### src/rtl/pc_pkg.sv
// rtl/pc_pkg.sv - shared src_sel codes and FSM encoding for the program-counter generator
package pc_pkg;

    localparam logic [2:0] PC_SRC_NEXT   = 3'd0;
    localparam logic [2:0] PC_SRC_JALR   = 3'd1;
    localparam logic [2:0] PC_SRC_BRANCH = 3'd2;
    localparam logic [2:0] PC_SRC_JAL    = 3'd3;
    localparam logic [2:0] PC_SRC_MTVEC  = 3'd4;
    localparam logic [2:0] PC_SRC_MEPC   = 3'd5;

    typedef enum logic {
        PC_BOOT = 1'b0,
        PC_RUN  = 1'b1
    } pc_state_e;

endpackage

### src/rtl/pc_ras.sv
// rtl/pc_ras.sv - circular return-address stack; overwrites oldest entry when full
module pc_ras #(
    parameter int unsigned XLEN      = 32,
    parameter int unsigned RAS_DEPTH = 4
) (
    input  logic            clk,
    input  logic            rst_n,
    input  logic            i_push,
    input  logic            i_pop,
    input  logic [XLEN-1:0] i_data,
    output logic [XLEN-1:0] o_top,
    output logic            o_valid
);

    localparam int unsigned PW = $clog2(RAS_DEPTH);
    localparam int unsigned CW = PW + 1;

    logic [XLEN-1:0] r_mem [RAS_DEPTH];
    logic [PW-1:0]   r_ptr;
    logic [CW-1:0]   r_cnt;

    logic            w_empty;
    logic            w_full;
    logic            w_do_push;
    logic            w_do_replace;
    logic            w_do_pop;
    logic [PW-1:0]   w_ptr_inc;

    assign w_empty      = (r_cnt == '0);
    assign w_full       = (r_cnt == CW'(RAS_DEPTH));
    // push+pop on an empty stack degenerates to a plain push
    assign w_do_replace = i_push && i_pop && !w_empty;
    assign w_do_push    = i_push && !w_do_replace;
    assign w_do_pop     = i_pop && !i_push && !w_empty;
    assign w_ptr_inc    = r_ptr + 1'b1;

    always_ff @(posedge clk) begin
        if (w_do_push) begin
            r_mem[w_ptr_inc] <= i_data;
        end else if (w_do_replace) begin
            r_mem[r_ptr] <= i_data;
        end
    end

    always_ff @(posedge clk or negedge rst_n) begin
        if (!rst_n) begin
            r_ptr <= '0;
            r_cnt <= '0;
        end else if (w_do_push) begin
            r_ptr <= w_ptr_inc;
            if (!w_full) begin
                r_cnt <= r_cnt + 1'b1;
            end
        end else if (w_do_pop) begin
            r_ptr <= r_ptr - 1'b1;
            r_cnt <= r_cnt - 1'b1;
        end
    end

    assign o_top   = w_empty ? '0 : r_mem[r_ptr];
    assign o_valid = !w_empty;

endmodule

### src/rtl/pc_gen.sv
// rtl/pc_gen.sv - fetch-stage PC generator with stall-buffered redirects
// Optional return-address stack built when PC_RAS_EN is defined.
module pc_gen
    import pc_pkg::*;
#(
    parameter int unsigned     XLEN      = 32,
    parameter logic [XLEN-1:0] RESET_VEC = '0,
    parameter int unsigned     C_EXT     = 0,
    parameter int unsigned     RAS_DEPTH = 4
) (
    input  logic            clk,
    input  logic            rst_n,
    input  logic            w_en,
    input  logic [2:0]      src_sel,
    input  logic [XLEN-1:0] jalr,
    input  logic [XLEN-1:0] branch,
    input  logic [XLEN-1:0] jal,
    input  logic [XLEN-1:0] mtvec,
    input  logic [XLEN-1:0] mepc,
    input  logic            is_compressed,
    input  logic            ras_push,
    input  logic            ras_pop,
    input  logic            fetch_ready,
    output logic            fetch_valid,
    output logic [XLEN-1:0] addr,
    output logic [XLEN-1:0] next_addr,
    output logic            misalign,
    output logic            bad_sel,
    output logic [XLEN-1:0] ras_top,
    output logic            ras_valid
);

    pc_state_e       r_state;
    pc_state_e       w_state_nxt;
    logic            w_fetch_valid;

    logic [XLEN-1:0] r_addr;
    logic [XLEN-1:0] r_pend_addr;
    logic            r_pend_valid;
    logic            r_misalign;
    logic            r_bad_sel;

    logic [XLEN-1:0] w_step;
    logic [XLEN-1:0] w_next;
    logic [XLEN-1:0] w_target;
    logic            w_check;
    logic            w_redirect;
    logic            w_unaligned;
    logic            w_req;
    logic            w_accept;
    logic            w_illegal;
    logic            w_stall;
    logic            w_hs;

    always_ff @(posedge clk or negedge rst_n) begin
        if (!rst_n) begin
            r_state <= PC_BOOT;
        end else begin
            r_state <= w_state_nxt;
        end
    end

    always_comb begin
        w_state_nxt = r_state;
        case (r_state)
            PC_BOOT: w_state_nxt = PC_RUN;
            PC_RUN:  w_state_nxt = PC_RUN;
            default: w_state_nxt = PC_BOOT;
        endcase
    end

    always_comb begin
        w_fetch_valid = 1'b0;
        if (r_state == PC_RUN) begin
            w_fetch_valid = 1'b1;
        end
    end

    assign w_step  = ((C_EXT != 0) && is_compressed) ? XLEN'(2) : XLEN'(4);
    assign w_next  = r_addr + w_step;
    assign w_stall = w_fetch_valid && !fetch_ready;
    assign w_hs    = w_fetch_valid && fetch_ready;

    always_comb begin
        w_target   = '0;
        w_check    = 1'b0;
        w_redirect = 1'b1;
        case (src_sel)
            PC_SRC_JALR:   begin w_target = {jalr[XLEN-1:1], 1'b0}; w_check = 1'b1; end
            PC_SRC_BRANCH: begin w_target = branch;                 w_check = 1'b1; end
            PC_SRC_JAL:    begin w_target = jal;                    w_check = 1'b1; end
            PC_SRC_MTVEC:  w_target = {mtvec[XLEN-1:2], 2'b00};
            PC_SRC_MEPC:   w_target = mepc;
            default:       w_redirect = 1'b0;
        endcase
    end

    assign w_unaligned = w_check && ((C_EXT != 0) ? w_target[0] : (w_target[1:0] != 2'b00));
    assign w_req       = w_en && w_redirect;
    assign w_accept    = w_req && !w_unaligned;
    assign w_illegal   = w_en && (src_sel[2:1] == 2'b11);

    // a stalled fetch must keep addr stable, so redirects park in r_pend_addr until the handshake
    always_ff @(posedge clk or negedge rst_n) begin
        if (!rst_n) begin
            r_addr       <= RESET_VEC;
            r_pend_addr  <= '0;
            r_pend_valid <= 1'b0;
            r_misalign   <= 1'b0;
            r_bad_sel    <= 1'b0;
        end else begin
            r_misalign <= w_req && w_unaligned;
            r_bad_sel  <= w_illegal;
            if (w_accept && w_stall) begin
                r_pend_addr  <= w_target;
                r_pend_valid <= 1'b1;
            end else if (w_accept) begin
                r_addr       <= w_target;
                r_pend_valid <= 1'b0;
            end else if (w_hs && r_pend_valid) begin
                r_addr       <= r_pend_addr;
                r_pend_valid <= 1'b0;
            end else if (w_hs && w_en && (src_sel == PC_SRC_NEXT)) begin
                r_addr <= w_next;
            end
        end
    end

    assign fetch_valid = w_fetch_valid;
    assign addr        = r_addr;
    assign next_addr   = w_next;
    assign misalign    = r_misalign;
    assign bad_sel     = r_bad_sel;

`ifdef PC_RAS_EN
    logic w_push;
    logic w_pop;
    logic w_unused;

    assign w_push   = w_accept && ras_push && ((src_sel == PC_SRC_JAL) || (src_sel == PC_SRC_JALR));
    assign w_pop    = w_accept && ras_pop && (src_sel == PC_SRC_JALR);
    assign w_unused = ^{jalr[0], mtvec[1:0]};

    pc_ras #(
        .XLEN      (XLEN),
        .RAS_DEPTH (RAS_DEPTH)
    ) u_ras (
        .clk     (clk),
        .rst_n   (rst_n),
        .i_push  (w_push),
        .i_pop   (w_pop),
        .i_data  (w_next),
        .o_top   (ras_top),
        .o_valid (ras_valid)
    );
`else
    logic w_unused;

    assign w_unused  = ^{jalr[0], mtvec[1:0], ras_push, ras_pop};
    assign ras_top   = '0;
    assign ras_valid = 1'b0;
`endif

endmodule
### config.mk
export PLATFORM = sky130hd
export DESIGN_NAME = pc_gen
export DESIGN_NICKNAME = d
export VERILOG_FILES = /design/src/rtl/pc_pkg.sv /design/src/rtl/pc_ras.sv /design/src/rtl/pc_gen.sv
export SDC_FILE = /design/constraint.sdc
export NUM_CORES = 1
export LEC_CHECK = 0
export CELL_PAD_IN_SITES_DETAIL_PLACEMENT = 0
export CELL_PAD_IN_SITES_GLOBAL_PLACEMENT = 1
export CORE_UTILIZATION = 28
export DETAILED_ROUTE_END_ITERATION = 12
export PLACE_DENSITY = 0.85
export SLEW_MARGIN = 20
export SYNTH_ARGS = -nofsm -noshare
export SYNTH_HDL_FRONTEND = slang
export SYNTH_SLANG_ARGS = --single-unit
### constraint.sdc
create_clock -name clk -period 2.9 [get_ports clk]
set_input_delay 0.58 -clock clk [delete_from_list [all_inputs] [get_ports clk]]
set_output_delay 0.58 -clock clk [all_outputs]
set_load 0.01 [all_outputs]
# --- Word-level counts from Yosys, hierarchy flattened ---
# Cells that the tools add are included.
word_totals:
  ff_bits: 68
  inputBits: 170
  output_inout_bits: 100
  word_cells: 44
classes:
  n_addsub: 1
  eq_ne: 6
  mux: 10
  bitwise: 1
  n_reduce_logical: 20
op_table:
  columns: ["cell", "n"]
  rows:
  - ["$pmux W32 S5", 1]
  - ["$mux W32", 3]
  - ["$add A32 B3 Y32 const B", 1]
  - ["$logic_and A1 B1 Y1", 11]
  - ["$eq A3 B2 Y1 const B", 2]
  - ["$eq A3 B3 Y1 const B", 2]
  - ["$mux W1", 6]
  - ["$reduce_bool A3 Y1", 2]
  - ["$reduce_or A5 Y1", 1]
  - ["$eq A3 B1 Y1 const B", 1]
  - ["$logic_not A3 Y1", 1]
  - ["$reduce_or A3 Y1", 1]
  - ["$eq A2 B2 Y1 const B", 1]
  - ["$logic_not A1 Y1", 2]
  - ["$reduce_and A2 Y1", 1]
  - ["$reduce_bool A2 Y1", 1]
  - ["$not A1 Y1", 1]

# --- Logic depth before layout (Yosys ltp) ---
# Gate-level depths: netlist (run 1).
depth:
  ltp_word: 9
  depth_mapped: 11

# --- Least setup slack after synthesis (run 1) ---
# OpenSTA, ideal clock, no wires.
synth_path:
  path_kind: "input to register"
  from: "in src_sel[2]"
  to: "reg r_addr[21], in the netlist addr[21]"
  arrival_ns: 2.383
  required_ns: 2.779
  slack_ns: 0.396
  path_stages: 10
  path_buffers: 3
  path_cell_list: "buf_2 -> buf_2 -> inv_1 -> ha_1 -> nand2_1 -> nand2_1 -> nor2_2 -> buf_4 -> a21oi_1 -> a22o_1"
synth_via:
  elab_chain_len: 9
  elab_cells_between_ends: 22
  classes_between: "eq/ne: 5; mux: 4; bitwise: 1; reduce/logical: 12"
synth_rtl:
  columns: ["element", "line_no", "text"]
  rows:
  - ["start, declared", "pc_gen.sv:14", "input logic [2:0] src_sel,"]
  - ["$eq A3 B3 Y1 (tied with other cells)", "pc_gen.sv:88", "case (src_sel)"]
  - ["$pmux W32 S5 / $reduce_or A3 Y1 (equally long branches)", null, null]
  - ["$reduce_bool A2 Y1 / $mux W1 (equally long branches)", "pc_gen.sv:98, pc_gen.sv:88", null]
  - ["$logic_and A1 B1 Y1", "pc_gen.sv:98", "assign w_unaligned = w_check && ((C_EXT != 0) ? w_target[0] : (w_target[1:0] != 2'b00));"]
  - ["$logic_not A1 Y1", "pc_gen.sv:100", "assign w_accept = w_req && !w_unaligned;"]
  - ["$logic_and A1 B1 Y1", "pc_gen.sv:100", null]
  - ["$logic_and A1 B1 Y1", "pc_gen.sv:114", "if (w_accept && w_stall) begin"]
  - ["$not A1 Y1 (no source line)", null, null]
  - ["$reduce_and A2 Y1 (no source line)", null, null]
  - ["end signal, assigned", "pc_gen.sv:118", "r_addr <= w_target;"]
  - ["end signal, assigned", "pc_gen.sv:121", "r_addr <= r_pend_addr;"]
  - ["end signal, assigned", "pc_gen.sv:124", "r_addr <= w_next;"]
  - ["end, declared", "pc_gen.sv:37", "logic [XLEN-1:0] r_addr;"]
# Parallel ways exist; a longest one is shown, timed or not.
# A chain may end at the register's enable or synchronous reset.

# --- Worst setup path after layout (run 1) ---
layout_path:
  from: "reg r_addr[2], in the netlist addr[2]"
  to: "out next_addr[13]"
layout_via:
  elab_chain_len: 1
layout_rtl:
  columns: ["element", "line_no", "text"]
  rows:
  - ["$add A32 B3 Y32", "pc_gen.sv:80", "assign w_next = r_addr + w_step;"]
  - ["end, declared", "pc_gen.sv:26", "output logic [XLEN-1:0] next_addr,"]
# No other way between the ends.

==> summary.txt, run 1 <==
STA
  • # setup viols final: 0
  • Max Freq: 347.8 MHz
  • Unrepaired setup endpoints after global routing: true
  • Min Tclk post-route: 2875 ps
  • Slew @ Worst Pin: 566.6 ps
  • Fin Hold WS: 252.9 ps
  • Slew Viols, Final: 0
  • Max-slew headroom: 62.22%
  • Final hold violations: 0
  • Crit share post-route: 99.15%
  • Clk_skew: 6.478 ps

Final layout
  • Ratio of cells with drive above 1 in the final layout: 17.94%
  • NumNets Final: 1129
  • Diode count: 0
  • Area added between synthesis and finish: 66.06%
  • Post-layout util: 47.36%
  • Commonest non-fill, non-tap cell in the layout: clkdlybuf4s50_1
  • Most frequent cells in the layout: 211 x clkdlybuf4s50_1, 116 x nand2_1, 98 x buf_4
  • Filler cell count: 1811

Die
  • Core area: 18640 µm²
  • Initial Util: 28.52%
  • FP Rows: 50
  • Die area: 19540 µm²
  • Die Height: 139.8 µm
  • Die extent in x: 139.8 µm
  • I/O pins: 270

Worst hold path
  • Worst hold-check path type: input port to asynchronous set/reset pin

Setup path
  • Cells along the critical path: buf_4 > nand4_2 > buf_4 > nor3_1 > xor2_1 > clkdlybuf4s50_1
  • CP most frequent cell: buf_4
  • Worst Path Arrival: 2300 ps
  • Slowest cell on crit path: clkdlybuf4s50_1
  • Reg-to-Reg End: addr[30]
  • Crit end category: primary output
  • R2R setup slack: 690 ps
  • Largest stage delay, worst path: 600 ps
  • Critical Path RT: 2320 ps
  • Delay-heaviest family, CP: buffers and inverters
  • Critical path class: flip-flop to primary output
  • Critical-path maximum fanout: 7
  • Startpoint Class: flip-flop
  • R2R Path Start: addr[3]
  • Buf/Inv on CP: 3
  • Worst Reg2Reg Path Length in Cells: 11

Global route
  • Initial antenna violation count: 0
  • GRT Overall Usage: 21.84%
  • Largest net degree at the start of global routing: 69
  • Top Usage Layer GRT: met2
  • GR Util met2: 36.47%
  • GR Util met3: 4.061%
  • Grt met1 use: 28.64%
  • Wire length of the first global-routing pass: 32870 µm
  • Vias in the first global route: 5923
  • Remaining Overflow, GRT: 0

Placement
  • Input/output buffers: 230
  • GPL Wtd Cong: 0.8775
  • Dpl hpwl: 16500 µm

Clock tree
  • Clk root buf: clkbuf_16
  • Cts hold-fix bufs: 0
  • Number of H-tree levels: 3
  • Worst skew pair latency: 340 ps
  • Max Buffers Root-to-Sink: 2
  • CTS tree: built
  • Clock transition at path regs: 50 ps
  • Total CTS buffers: 9
  • Num Clock Sinks: 68

Routing
  • DRT iter0 DRCs: 308
  • Via-per-instance ratio: 5.036
  • Drt drc: 0
  • First-pass iteration count of the detailed router: 5
  • Routed Antenna Nets: 0
  • WL/cell: 17.65 µm
  • Via count: 6008
  • Routed WL: 21060 µm

Synth
  • Syn Inst Count: 659
  • Post-Synthesis Cell Area: 5316 µm²
  • YS warnings: 0
  • Avg Cell Area, Syn: 8.067 µm²
  • Largest area contributor in the netlist: dfrtp_1
  • Top_reg_cell synth: dfrtp_1
  • Seq cells post-synth: 68
  • Top-area cell type share of the netlist area: 32.01%
  • Post-synthesis sequential area ratio: 32.01%
  • EDFF count, synth: 0
  • Distinct cells, synth: 60
  • Top cells by area, synth: dfrtp_1 32%, nand2_1 8.2%, buf_4 5.2%
  • Async S/R FF share, synth: 100.0%

Power and ir drop
  • PD cells: 644.9 nW/µm²
  • Worst VDD drop: 294.5 µV
  • Leakage: 3.818 nW

Run status
  • Status: complete, no violations

Flow run
  • Max-cap viol count: 0
[sequential cells by signal, indices dropped and copies added (netlist names)]
register / cells
addr: 32
bad_sel: 1
misalign: 1
r_pend_addr: 32
r_pend_valid: 1
r_state: 1
[cell type report]
cell class	count	area (µm²)	share of cell area (%)
tap	234	292.8	3.316
clock inverter	3	40.04	0.4535
sequential	68	1702	19.27
clock buffer	11	232.7	2.636
timing repair buffer	337	3184	36.07
multi-input combinational	535	3358	38.04
inverter	5	18.77	0.2126
[through the flow]
| step | cell area [µm²] | total power [W] | TNS (ps) | instances | setup WS (ps) |
|---|---|---|---|---|---|
| 3_3_place_gp | 8387 | 0.004523 | -146.3 | 1169 | -66.82 |
| 6_report | 8828 | 0.005694 | 0 | 1193 | 24.73 |
| 4_1_cts | 8762 | 0.005666 | 0 | 1189 | 4.122 |
| 3_5_place_dp | 8387 | 0.004563 | -292.2 | 1169 | -116.7 |
| 5_1_grt | 8828 | 0.006031 | -59.20 | 1193 | -49.78 |
| 2_1_floorplan | 5436 | 0.002798 | 0 | 691 | 395.8 |
[repair_timing]
action / 4_1_cts / 5_1_grt
endpoints found under the setup margin: 20 / 12
endpoints found under the hold margin: 0 / 0
setup buffers: 6 / 4
pin swaps: 4 / 4
gates resized for setup: 27 / 18
[metal layers]
metal | share of wire (%) | up-vias
li1 | - | 2919
met1 | 44 | 2817
met2 | 48 | 246
met3 | 6.5 | 26
met4 | 1.7 | 0
met5 | 0 | -
[worst reg2reg max path: stages, from the launching register on]
cell and delay, ps:
dfrtp_1 380, ha_2 220, nand3_2 110, buf_4 210, nor4_2 150, buf_4 170, nand4_1 150, xnor2_2 180
buf_4 130, buf_4 120, o211ai_1 170, a31oi_1 100
[cells by family (layout without fill, tap and decap cells)]
family,after synthesis,in the layout,share of synthesized area [%]
other,2,34,0.1413
adders and majority gates,3,3,0.7061
buffers and inverters,88,356,9.391
xor gates and xnor gates,23,23,3.789
muxes,39,39,7.625
and+or+nand+nor,260,260,22.99
AOI/OAI and AO/OA,176,176,23.35
DFF,68,68,32.01
[worst max-delay path by stage]
stage,slack [ps],cells past startpoint,startpoint,end
3_3_place_gp,-70,9,src_sel[2],addr[26]
2_1_floorplan,400,10,src_sel[2],addr[21]
4_1_cts,4,6,addr[6],next_addr[24]
3_5_place_dp,-120,9,src_sel[2],addr[26]
6_report,20,6,addr[2],next_addr[13]
5_1_grt,-50,6,addr[10],next_addr[23]
[Yosys cell counts, types with 7 or more instances]
cell and number:
nor3_1 14, nand3_1 13, a21oi_1 20, and2_1 9, dfrtp_1 68, o21ai_0 42
a22oi_1 25, nor2_1 54, xnor2_1 12, o211ai_1 11, clkbuf_1 19, a221oi_1 13
xor2_1 11, nand4_1 7, o31ai_1 10, o22a_1 8, o221ai_1 15, mux2i_1 27
buf_2 24, nand2_1 116, a31oi_1 10, mux2_2 12, buf_4 37, nand2b_1 16
[report_power, final]
part,switching (W),internal [W]
Sequential,0.000283,0.00124
Clock,0.000396,0.000653
Combinational,0.00142,0.00170
Total,0.00210,0.00359
Note: power is estimated with default switching activity, not from simulation.
==> run 2: changes to the inputs <==
--- a/config.mk
+++ b/config.mk
@@ -9,6 +9,7 @@
 export CELL_PAD_IN_SITES_GLOBAL_PLACEMENT = 1
 export CORE_UTILIZATION = 28
 export DETAILED_ROUTE_END_ITERATION = 12
+export GPL_TIMING_DRIVEN = 0
 export PLACE_DENSITY = 0.85
 export SLEW_MARGIN = 20
 export SYNTH_ARGS = -nofsm -noshare
==> run 2 against run 1 <==
  * Via count grew 3.4%
  * Utilization up 1.4 points
  * Count of clock-buffer cells in the layout is 1 higher
  * First-iteration DRC count grew 35%
  * Final cell count increased by 1.6%
  * Flip-flop and latch count stayed put
  * Wire length rose by 9.9%
  * Fmax grew 1.5%
  * Critical path depth unchanged
  * Die area unchanged
==> summary.txt, run 2 (same netlist as run 1, synthesis figures left out) <==
Power and ir drop
  • Worst VDD drop: 295.6 µV
  • Share of total power in the clock network: 20.2%
  • Sequential share of power: 27.2%
  • Leakage: 3.933 nW
  • Int Pwr: 0.003693 W
  • Combinational share of power: 52.6%
  • NetSw: 0.002262 W
  • PD cells: 655.3 nW/µm²
  • Switching share of power: 37.99%

STA
  • Slew @ Worst Pin: 846.5 ps
  • Final WS setup: 66.12 ps
  • Max-slew headroom: 43.56%
  • Max Freq: 352.9 MHz
  • Crit share post-route: 97.72%
  • Min Tclk post-route: 2834 ps
  • Clk_skew: 7.789 ps
  • # setup viols final: 0
  • Unrepaired setup endpoints after global routing: false
  • Slew Viols, Final: 0
  • Post-Route Setup TNS: 0 ps
  • Fin Hold WS: 132.0 ps
  • Final hold violations: 0

Final layout
  • Cell Count, Final, Fillers Out: 1212
  • Footprint of the multi-input gates: 3580 µm²
  • Most frequent cells in the layout: 211 x clkdlybuf4s50_1, 114 x nand2_1, 81 x buf_4
  • Commonest non-fill, non-tap cell in the layout: clkdlybuf4s50_1
  • FF/Latch Area: 1719 µm²
  • Filler cell count: 1800
  • Post-layout util: 48.75%
  • Area added between synthesis and finish: 70.93%
  • Ratio of cells with drive above 1 in the final layout: 21.68%
  • NumNets Final: 1146
  • Diode count: 0

Global route
  • Largest net degree at the start of global routing: 50
  • GR Util met2: 39.21%
  • Grt met1 use: 30.50%
  • Initial antenna violation count: 0
  • Vias in the first global route: 6133
  • Top Usage Layer GRT: met2
  • GRT Overall Usage: 23.54%
  • Wire length of the first global-routing pass: 35180 µm
  • Remaining Overflow, GRT: 0
  • GR Util met3: 4.336%

Setup path
  • Critical Path RT: 2320 ps
  • Worst Setup EP: next_addr[12]
  • Worst Reg2Reg Path Length in Cells: 7
  • Cells along the critical path: ha_4 > nand3_4 > buf_4 > nor3_1 > xor2_1 > clkdlybuf4s50_1
  • R2R setup slack: 530 ps
  • Slowest cell on crit path: clkdlybuf4s50_1
  • Crit end category: primary output
  • Startpoint Class: flip-flop
  • Largest stage delay, worst path: 580 ps
  • Worst Path Arrival: 2250 ps
  • R2R Path Start: r_state
  • Reg-to-Reg End: addr[2]
  • Critical-path maximum fanout: 8
  • Critical Path Start: addr[3]
  • Critical path class: flip-flop to primary output

Routing
  • Routed Antenna Nets: 0
  • Via count: 6210
  • First-pass iteration count of the detailed router: 4
  • DRT iter0 DRCs: 415
  • Drt drc: 0
  • WL/cell: 19.10 µm
  • Routed WL: 23150 µm
  • Via-per-instance ratio: 5.124

Placement
  • Post-placement cell count: 1156
  • GPL Wtd Cong: 0.8941
  • Setup Slack @ Placement: -909.6 ps
  • Dpl hpwl: 17720 µm
  • Input/output buffers: 230

Die
  • Core area: 18640 µm²
  • Die Height: 139.8 µm
  • Initial Util: 28.52%
  • FP Rows: 50
  • Die extent in x: 139.8 µm
  • I/O pins: 270
  • Die area: 19540 µm²

Run status
  • Status: complete, no violations

Clock tree
  • Clk root buf: clkbuf_16
  • Max Buffers Root-to-Sink: 2
  • Clock transition at path regs: 60 ps
  • CTS tree: built
  • Num Clock Sinks: 68
  • Total CTS buffers: 9
  • Cts hold-fix bufs: 0
  • Number of H-tree levels: 3
  • Worst skew pair latency: 340 ps

Worst hold path
  • Worst hold-check path type: input port to asynchronous set/reset pin

Flow run
  • Max-cap viol count: 0
-- run 2: worst min-delay path by stage --
stage	from	slack, ps	cells after the start	to
finish	rst_n	130	1	addr[28]
floorplan	rst_n	280	0	addr[0]
CTS	rst_n	140	1	r_pend_addr[23]
global route	rst_n	150	1	r_pend_addr[23]
global placement	r_pend_addr[29]	450	2	r_pend_addr[29]
detailed placement	r_pend_addr[9]	450	2	r_pend_addr[9]
-- run 2: power by group through the flow --
stage | registers, W | clock network (W) | logic [W]
after global routing | 0.00166 | 0.00124 | 0.00336
after global placement | 0.00164 | 0 | 0.00263
after floorplan | 0.00163 | 0 | 0.00117
after detailed placement | 0.00165 | 0 | 0.00265
after CTS | 0.00159 | 0.00120 | 0.00305
final | 0.00162 | 0.00120 | 0.00313
-- run 2: metal layers --
metal / vias up / share of wire, %
met5: - / 0
met4: 0 / 2.4
met3: 40 / 7.2
met2: 307 / 48
met1: 2924 / 42
li1: 2939 / -
-- run 2: stage by stage --
step           power [W]  area, µm²
3_3_place_gp    0.004266       8031
4_1_cts         0.005845       8877
5_1_grt         0.006268       9087
2_1_floorplan   0.002798       5436
6_report        0.005955       9087
3_5_place_dp    0.004304       8056
-- run 2: worst max-delay path: cells and delay by family, from the launching register on --
kind                     cells  cell delay, ps
buffers and inverters        2             790
flip-flops                   1             430
AND/OR/NAND/NOR              2             290
XOR/XNOR                     1             230
adder cells (fa/ha/maj)      1             170
-- run 2: cell type report --
cell class / instances / area share (%)
clock buffers: 12 / 2.712
well taps: 234 / 3.222
multi-input cells: 535 / 39.39
repair buffers: 272 / 28.94
flip-flops and latches: 68 / 18.92
clock inverters: 4 / 0.7986
inverters: 5 / 0.2065
plain buffers: 82 / 5.810
-- run 2: what timing repair did --
| item | 4_1_cts | 5_1_grt |
|---|---|---|
| setup buffers | 30 | 10 |
| gates resized for setup | 80 | 43 |
| endpoints found under the setup margin | 89 | 64 |
| pin swaps | 16 | 10 |
| gates cloned | 0 | 1 |
==> run 3: changes to the inputs <==
--- a/config.mk
+++ b/config.mk
@@ -7,6 +7,7 @@
 export LEC_CHECK = 0
 export CELL_PAD_IN_SITES_DETAIL_PLACEMENT = 0
 export CELL_PAD_IN_SITES_GLOBAL_PLACEMENT = 1
+export CORE_MARGIN = 1.5
 export CORE_UTILIZATION = 28
 export DETAILED_ROUTE_END_ITERATION = 12
 export GPL_TIMING_DRIVEN = 0
==> run 3 against run 2 <==
  * The flow now finishes with violations (negative setup slack)
  * Largest power group unchanged
  * Final cell count increased by 0.58%
  * Critical path type unchanged
  * Worst setup slack got worse by 170 ps
  * Fmax decreased by 5.5%
  * Sequential share of layout area about the same
  * Via count increased by 1.7%
  * Utilization increased by 0.15 points
  * Sequential power about the same
  * Count of clock-buffer cells in the layout increased by 3
  * Power decreased by 1.0%
==> summary.txt, run 3 (same netlist as run 1, synthesis figures left out) <==
Clock tree
  • Cts hold-fix bufs: 0
  • Max Buffers Root-to-Sink: 2
  • Num Clock Sinks: 68
  • Worst skew pair latency: 340 ps
  • Number of H-tree levels: 3
  • Clk root buf: clkbuf_16
  • Clock transition at path regs: 50 ps
  • CTS tree: built
  • Total CTS buffers: 9

Power and ir drop
  • PD cells: 646.6 nW/µm²
  • Worst VDD drop: 266.8 µV
  • Leakage: 3.987 nW

Final layout
  • Commonest non-fill, non-tap cell in the layout: clkdlybuf4s50_1
  • FF/Latch Area: 1722 µm²
  • Footprint of the multi-input gates: 3577 µm²
  • Filler cell count: 1870
  • Ratio of cells with drive above 1 in the final layout: 22.03%
  • Post-layout util: 48.89%
  • Area added between synthesis and finish: 71.45%
  • Diode count: 0
  • Most frequent cells in the layout: 210 x clkdlybuf4s50_1, 114 x nand2_1, 88 x buf_4
  • NumNets Final: 1153

Die
  • FP Rows: 50
  • Die Height: 140.8 µm
  • Die extent in x: 140.8 µm
  • Core area: 18640 µm²
  • I/O pins: 270
  • Die area: 19820 µm²
  • Initial Util: 28.52%

STA
  • Slew @ Worst Pin: 851.0 ps
  • Final hold violations: 0
  • Min Tclk post-route: 2999 ps
  • Max Freq: 333.4 MHz
  • Final WS setup: -99.01 ps
  • Slew Viols, Final: 0
  • Crit share post-route: 103.4%
  • Fin Hold WS: 164.9 ps
  • Clk_skew: 4.649 ps
  • # setup viols final: 1
  • Max-slew headroom: 43.27%
  • Unrepaired setup endpoints after global routing: true

Routing
  • Routed WL: 23560 µm
  • Via-per-instance ratio: 5.180
  • Drt drc: 0
  • First-pass iteration count of the detailed router: 7
  • Routed Antenna Nets: 0
  • DRT iter0 DRCs: 425
  • WL/cell: 19.32 µm
  • Via count: 6314

Flow run
  • Max-cap viol count: 0

Setup path
  • Critical-path maximum fanout: 8
  • Worst Path Arrival: 2420 ps
  • Slowest cell on crit path: dfrtp_2
  • R2R setup slack: 560 ps
  • R2R Path Start: r_state
  • Crit end category: primary output
  • Critical Path RT: 2320 ps
  • CP most frequent cell: buf_4
  • Cells along the critical path: ha_4 > nand3_4 > buf_4 > nor4_4 > buf_4 > nand3_1 > xnor2_2 > dlygate4sd2_1
  • Buf/Inv on CP: 3
  • Startpoint Class: flip-flop
  • Reg-to-Reg End: addr[2]
  • Largest stage delay, worst path: 440 ps
  • Critical path class: flip-flop to primary output
  • Worst Reg2Reg Path Length in Cells: 7
  • Delay-heaviest family, CP: buffers and inverters

Placement
  • Dpl hpwl: 17800 µm
  • Setup Slack @ Placement: -921.5 ps
  • Input/output buffers: 230
  • GPL Wtd Cong: 0.9146

Run status
  • Status: finished with violations
  • Failing checks: negative setup slack

Global route
  • GRT Overall Usage: 23.15%
  • Initial antenna violation count: 0
  • Vias in the first global route: 5950
  • Remaining Overflow, GRT: 0
  • Largest net degree at the start of global routing: 44
  • Wire length of the first global-routing pass: 35080 µm

Worst hold path
  • Worst hold-check path type: input port to asynchronous set/reset pin
## run 3: how the worst max path moves through the flow
stage	slack [ps]	to	startpoint	cells past startpoint
2_1_floorplan	400	addr[21]	src_sel[2]	10
5_1_grt	-190	next_addr[26]	addr[2]	8
6_report	-100	next_addr[26]	addr[2]	8
4_1_cts	-180	next_addr[30]	addr[6]	6
3_5_place_dp	-920	addr[21]	src_sel[2]	11
3_3_place_gp	-1240	r_pend_addr[7]	rst_n	1
## run 3: metrics by stage
stage | instance area, µm² | power [W] | instances | setup TNS, ps
4_1_cts | 8797 | 0.005691 | 1198 | -539.7
3_5_place_dp | 8056 | 0.004302 | 1156 | -51100
2_1_floorplan | 5436 | 0.002798 | 691 | 0
3_3_place_gp | 8031 | 0.004266 | 1155 | -133010
5_1_grt | 9115 | 0.006188 | 1219 | -341.0
6_report | 9115 | 0.005894 | 1219 | -99.01
## run 3: final cells by class
type                       instances  area share, %
buffer                            83          5.738
clock buffer                      15          3.047
clock inverter                     1        0.05491
inverter                           5         0.2059
multi-input combinational        535          39.25
sequential                        68          18.89
tap                              234          3.212
timing repair buffer             278          29.61
## run 3: worst register-to-register path, cell delays in order, from the launching register on
cell,delay [ps]
dfrtp_1,460
and3_1,240
clkbuf_1,540
clkbuf_1,510
a21oi_1,150
o21ai_0,100
o21ai_0,110
a2bb2oi_1,160
## run 3: what timing repair did
action | CTS | global route
setup buffers | 26 | 21
pin swaps | 13 | 18
gates resized for setup | 70 | 53
endpoints found under the setup margin | 89 | 79
## run 3: metal layers
metal	vias up	GRT usage, %	wire [µm]
li1	2961	-	-
met1	2997	30.41	9989
met2	319	39.90	11480
met3	37	3.635	1609
met4	0	5.428	476
met5	-	0	0
## run 3: power breakdown
group / switching (W) / internal, W
sequential: 0.000369 / 0.00126
combinational: 0.00149 / 0.00172
clock: 0.000406 / 0.000649
total: 0.00227 / 0.00363
